### config.mk
export PLATFORM = sky130hd
export DESIGN_NAME = wb_result_stage
export DESIGN_NICKNAME = d
export VERILOG_FILES = /design/src/rtl/wb_pkg.sv /design/src/rtl/wb_skid_fifo.sv /design/src/rtl/wb_result_stage.sv
export SDC_FILE = /design/constraint.sdc
export NUM_CORES = 1
export LEC_CHECK = 0
export BUFFER_PORTS_ARGS = -buffer_cell sky130_fd_sc_hd__buf_2
export CORE_ASPECT_RATIO = 1.1
export CORE_MARGIN = 2
export CORE_UTILIZATION = 40
export CTS_BUF_LIST = sky130_fd_sc_hd__clkbuf_2
export CTS_CLUSTER_DIAMETER = 30
export DETAILED_ROUTE_END_ITERATION = 6
export GPL_ROUTABILITY_DRIVEN = 0
export SLEW_MARGIN = 20
export SYNTH_ARGS = -nofsm -noshare
export SYNTH_HDL_FRONTEND = slang
export SYNTH_SLANG_ARGS = --single-unit
### constraint.sdc
create_clock -name clk -period 1.8 [get_ports clk]
set_clock_uncertainty 0.05 [all_clocks]
set_input_delay 0.27 -clock clk [delete_from_list [all_inputs] [get_ports clk]]
set_output_delay 0.27 -clock clk [all_outputs]
set_load 0.1 [all_outputs]
### src/rtl/wb_pkg.sv
// Shared widths, occupancy encoding and status-bit positions for the
// result writeback stage.
package wb_pkg;

  localparam int unsigned DATA_W = 16;
  localparam int unsigned REG_AW = 3;

  localparam int unsigned STAT_Z = 2;
  localparam int unsigned STAT_N = 1;
  localparam int unsigned STAT_V = 0;

  typedef enum logic [1:0] {
    EMPTY = 2'd0,
    ONE   = 2'd1,
    TWO   = 2'd2
  } occ_state_t;

endpackage

### src/rtl/wb_skid_fifo.sv
// Two-entry skid buffer: head/tail registers plus an occupancy FSM.
// Pushes while full and pops while empty are ignored.
module wb_skid_fifo #(
  parameter int unsigned W = 20
) (
  input  logic         clk,
  input  logic         reset,
  input  logic         push,
  input  logic         pop,
  input  logic [W-1:0] push_entry,
  output logic [W-1:0] head,
  output logic         full,
  output logic         empty
);
  import wb_pkg::*;

  occ_state_t state_q, state_d;
  logic [W-1:0] head_q, tail_q;
  logic do_push, do_pop;

  assign do_push = push && (state_q != TWO);
  assign do_pop  = pop && (state_q != EMPTY);
  assign head    = head_q;

  always_ff @(posedge clk) begin
    if (reset) state_q <= EMPTY;
    else        state_q <= state_d;
  end

  always_comb begin
    state_d = state_q;
    case (state_q)
      EMPTY: if (do_push) state_d = ONE;
      ONE: begin
        if (do_push && !do_pop)      state_d = TWO;
        else if (!do_push && do_pop) state_d = EMPTY;
      end
      TWO:     if (do_pop) state_d = ONE;
      default: state_d = EMPTY;
    endcase
  end

  always_comb begin
    full  = (state_q == TWO);
    empty = (state_q == EMPTY);
  end

  // Head always holds the oldest entry; in ONE a simultaneous push/pop
  // replaces the head directly, otherwise the new entry parks in the tail.
  always_ff @(posedge clk) begin
    if (reset) begin
      head_q <= '0;
      tail_q <= '0;
    end else begin
      case (state_q)
        EMPTY: if (do_push) head_q <= push_entry;
        ONE: begin
          if (do_push && do_pop) head_q <= push_entry;
          else if (do_push)      tail_q <= push_entry;
        end
        TWO:     if (do_pop) head_q <= tail_q;
        default: ;
      endcase
    end
  end

endmodule

### src/rtl/wb_result_stage.sv
// Result writeback stage: buffers execute results and retires them to the
// register file, updating the A-operand feedback value and {Z,N,V} flags.
module wb_result_stage #(
  parameter int unsigned DATA_W = wb_pkg::DATA_W,
  parameter int unsigned REG_AW = wb_pkg::REG_AW
) (
  input  logic              clk,
  input  logic              reset,
  input  logic              in_valid,
  output logic              in_ready,
  input  logic [DATA_W-1:0] in_data,
  input  logic [REG_AW-1:0] in_dst,
  input  logic              in_ovf,
  output logic              rf_we,
  output logic [REG_AW-1:0] rf_waddr,
  output logic [DATA_W-1:0] rf_wdata,
  input  logic              rf_ready,
  output logic [DATA_W-1:0] pipeline_out,
  output logic [2:0]        status,
  output logic              busy
);
  import wb_pkg::*;

  localparam int unsigned EW = DATA_W + REG_AW + 1;

  logic [EW-1:0] in_entry, head;
  logic          push, pop, full, empty;
  logic          head_ovf;

  assign in_entry = {in_data, in_dst, in_ovf};

  wb_skid_fifo #(.W(EW)) u_fifo (
    .clk        (clk),
    .reset      (reset),
    .push       (push),
    .pop        (pop),
    .push_entry (in_entry),
    .head       (head),
    .full       (full),
    .empty      (empty)
  );

  // in_ready comes from state only, keeping rf_ready off any path to in_ready.
  assign in_ready = !full;
  assign push     = in_valid && !full;
  assign pop      = !empty && rf_ready;
  assign rf_we    = !empty;
  assign busy     = !empty;

  assign rf_wdata = head[EW-1 -: DATA_W];
  assign rf_waddr = head[REG_AW:1];
  assign head_ovf = head[0];

  always_ff @(posedge clk) begin
    if (reset) begin
      pipeline_out <= '0;
      status       <= '0;
    end else if (pop) begin
      pipeline_out   <= rf_wdata;
      status[STAT_Z] <= (rf_wdata == '0);
      status[STAT_N] <= rf_wdata[DATA_W-1];
      status[STAT_V] <= head_ovf;
    end
  end

endmodule

=== After elaboration in Yosys (flattened, before gate mapping) ===
Cells that the tools add are included.
Widths: inputs -> output; s select.

* Flip-flop bits (word level): 61
* Word-level logic and storage cells: 40

* Equality and inequality tests: 7
* Mux-type cells: 9
* Bitwise operators: 1
* Reduce and logical (&&, ||, !) cells: 18

{| class="wikitable"
|+ Operators by type and width
! kind !! number
|-
| $mux 20 || 3
|-
| $pmux 20 s3 || 1
|-
| $logic_not 16->1 || 1
|-
| $mux 2 || 4
|-
| $logic_and 1x1->1 || 7
|-
| $ne 2x1->1 const B || 3
|-
| $pmux 2 s3 || 1
|-
| $reduce_and 3->1 || 2
|-
| $logic_not 1->1 || 4
|-
| $reduce_and 4->1 || 1
|-
| $ne 3x1->1 const B || 1
|-
| $reduce_bool 3->1 || 1
|-
| $eq 2x1->1 const B || 1
|-
| $eq 2x2->1 const B || 1
|-
| $logic_not 2->1 || 1
|-
| $ne 2x2->1 const B || 1
|-
| $reduce_bool 2->1 || 1
|-
| $not 1->1 || 1
|}

=== Logic depth before layout (Yosys ltp) ===
* Depth after elaboration: 9
* Mapped depth: 6

=== Hierarchy ===
Synthesis repeated with hierarchy kept, for this count alone.

* Cells, all modules: 288
* Area total of the unflattened synthesis: 2678.8 µm²

{| class="wikitable"
|+ Modules (own cells, without submodules)
! module !! instances !! cells each !! area an instance (µm²) !! sequential area each (µm²)
|-
| wb_skid_fifo || 1 || 198 || 1913.1 || 840.8
|-
| wb_result_stage || 1 || 90 || 765.7 || 360.3
|}

=== Least setup slack after synthesis ===
OpenSTA, ideal clock, no wires.

* Kind: register to output
* Start: register status[1]
* End: output status[1]
* Arrival time: 1.373 ns
* Required time: 1.480 ns
* Path slack: 0.107 ns
* Stages on the path, launching flop included: 2
* Path buffers: 1
* Path through: dfxtp_1 -> buf_4

{| class="wikitable"
|+ RTL lines
! item !! RTL line !! text
|-
| start: declaration || wb_result_stage.sv:19 || <nowiki>output logic [2:0] status,</nowiki>
|-
| start signal: indexed assignment || wb_result_stage.sv:60 || <nowiki>status[STAT_Z] <= (rf_wdata == '0);</nowiki>
|-
| start signal: indexed assignment || wb_result_stage.sv:61 || <nowiki>status[STAT_N] <= rf_wdata[DATA_W-1];</nowiki>
|-
| start signal: indexed assignment || wb_result_stage.sv:62 || <nowiki>status[STAT_V] <= head_ovf;</nowiki>
|}

No word-level cell between the ends.

=== Final worst setup path ===
* Start: register u_fifo.state_q[1]
* End: output busy

* Longest elaborated chain between the ends: 2

{| class="wikitable"
|+ RTL lines
! item !! RTL line !! text
|-
| start: declaration || wb_skid_fifo.sv:17 || <nowiki>occ_state_t state_q, state_d;</nowiki>
|-
| start signal: assignment || wb_skid_fifo.sv:27 || <nowiki>else state_q <= state_d;</nowiki>
|-
| $logic_not 2->1 || wb_skid_fifo.sv:45 || <nowiki>empty = (state_q == EMPTY);</nowiki>
|-
| $logic_not 1->1 || wb_result_stage.sv:48 || <nowiki>assign busy = !empty;</nowiki>
|-
| end: declaration || wb_result_stage.sv:20 || <nowiki>output logic busy</nowiki>
|}

Every way passes these cells.

==> impl_metrics.yaml <==
run_status:
  status: "finished, final reports clean"
critical_path:
  crit_path_end_kind: "output port"
  crit_chain: "buf_4 > or2_4 > buf_6"
  worst-path-max-fanout: 5
  required_ns: 1.48
  critPathArrivalTime_ns: 1.40
  crit_slowest_cell: "dfxtp_4"
  cp_num_buf_inv: 2
  critPathTopFamily: "flip-flops"
  cp-start-kind: "flop"
  slowest_delay_ns: 0.36
  timing_worst_setup_path_type: "reg -> out"
yosys:
  synthMuxAreaShare_pct: 7.83
  ys_seq_area_share_pct: 43.7
  synth_simple_gate_area_share_pct: 14.1
  synthArstFlopShare_pct: 0
  syn-cell-area_sq_um: 2750
  synth_top_family_by_area: "compound AO/OA/AOI/OAI gates"
  synth-main-ff-cell: "dfxtp_1"
  syn_avg_cell_area_sq_um: 9.02
  synth-xor-area-share_pct: 0
  ys_seq_elements: 60
  synth_fa_ha_area_share_pct: 0
  synth_edf_count: 0
  synth_cell_types: 28
  yosys_warnings: 0
  synth-compound-area-share_pct: 23.1
  synth_cells: 305
  syn-num-nets: 329
layout:
  diodes: 0
  drive_gt1_share_pct: 31.7
  layout_commonest_cell: "nand2_1"
  nets: 392
  stdcell_count: 454
  syn_to_final_growth_pct: 20.9
  final_cell_mix: "76 x nand2_1, 61 x buf_2, 58 x dfxtp_1"
timing:
  max-slew-margin-rel_pct: 61.7
  worstMarginPinSlew_ns: 0.574
  setup_ws_ns: 0.0807
  setup_viol: 0
  fin_crit_sh_pct: 95.5
  rsz0062_at_grt: "no"
  setup-tns-final_ns: 0
  finalHoldViolations: 0
  max_clock_freq_ghz: 0.582
  fin_crit_ns: 1.72
  drv_slew: 0
clock_tree:
  cts_sinks: 60
  htree_levels: 3
  clock_path_buffers: 2
  cts_buffers: 9
  clk_latency_ns: 0.48
  clk_pin_slew_ns: 0.13
  tritoncts: "yes"
  root_buffer: "clkbuf_2"
global_route:
  overflow: 0
  grt_antenna_before_repair: 0
  grt_use_total_pct: 18.0
  grt_pass1_wl_microns: 10800
  grt_pass1_vias: 2186
  grt_max_degree: 22
pwr:
  p_total_mw: 3.00
  max-vdd-ir-drop_mv: 0.477
  powerDensity_nw_per_um2: 902
  p_leak_nw: 1.44
drt:
  ant_nets: 0
  drt_iter0_markers: 106
  viasPerCell: 5.09
  drtPass1Iterations: 4
  dr_total_vias: 2313
  wirelength_microns: 6620
  routedWlPerCell_microns: 14.6
  remaining_drc_errors: 0
placed_design:
  port_buffers: 64
  dp_cells: 417
  dp.final_hpwl_microns: 4400
  pre_cts_ws_ns: 0.265
floorplanning:
  rows: 31
  die_area_sq_um: 7560
  core_region_area_sq_um: 6630
  start_util_pct: 41.5
  num_io_pins: 65
  dieHeight_microns: 91.0
  dieWidth_microns: 83.1
worst_hold_path:
  hold_path_class: "in -> reg"
job:
  maxCapViolCount: 0
[final cells by class]
cell class / instances / area, sq um
Fill cell: 651 / 3310
Multi-Input combinational cell: 195 / 1250
Sequential cell: 60 / 1210
Timing Repair Buffer: 101 / 688
Tap cell: 82 / 103
Clock buffer: 10 / 50.0
Clock inverter: 5 / 20.0
Inverter: 1 / 3.75
[where the power goes]
part	switching [mW]	leakage [nW]	total [mW]	internal [mW]
combinational	0.679	0.897	0.910	0.231
sequential	0.0662	0.491	1.47	1.40
clock	0.464	0.0517	0.624	0.161
[cell usage after synthesis, types with 3 or more instances]
cell / number / area share [%]
nand2_1: 76 / 10
dfxtp_1: 60 / 44
a21oi_1: 38 / 6.9
buf_4: 23 / 6.3
a211oi_1: 21 / 5.7
a211oi_2: 20 / 9.1
mux2i_1: 20 / 7.3
clkbuf_1: 13 / 1.8
buf_2: 9 / 1.6
buf_6: 3 / 1.2
nor4_1: 3 / 0.68
[routing by layer]
metal	up-vias	global-route usage [%]	share of wire (%)
li1	1173	-	-
met1	1072	21.9	46
met2	55	30.8	48
met3	13	3.64	4.1
met4	0	7.65	1.8
met5	-	0	0
[what timing repair did]
action	4_1_cts	5_1_grt
setup buffers	2	0
gates resized for setup	11	0
endpoints found under the setup margin	3	0
hold buffers	20	0
endpoints found under the hold margin	20	0
[state kept, by name, summed over array words and instances (netlist names)]
register,cells
u_fifo.head,20
u_fifo.tail_q,20
pipeline_out,15
status,3
u_fifo.state_q,2
[cell families (layout without fill, tap and decap cells)]
logic type,Yosys count,count (layout)
buffers and inverters,50,117
DFF,60,60
AOI/OAI and AO/OA,84,84
and+or+nand+nor,90,90
muxes,21,21
[stage by stage]
stage,util [%],hold slack [ns],cell area (sq um)
final,50.1,0.0504,3330
after CTS,50.1,0.0128,3330
after floorplan,-,0.356,2750
after global routing,50.1,0.0262,3330
after detailed placement,45.3,0.393,3010
after global placement,45.3,0.389,3010
[worst paths after layout]
check	start	slack (ns)	cells after the start	to
max reg2reg	u_fifo.state_q[1]	0.24	5	u_fifo.head[17]
min	rf_ready	0.05	2	u_fifo.state_q[1]
min reg2reg	pipeline_out[12]	0.41	2	pipeline_out[12]
max	u_fifo.state_q[1]	0.08	3	busy
(Power assumes the default switching activity.)
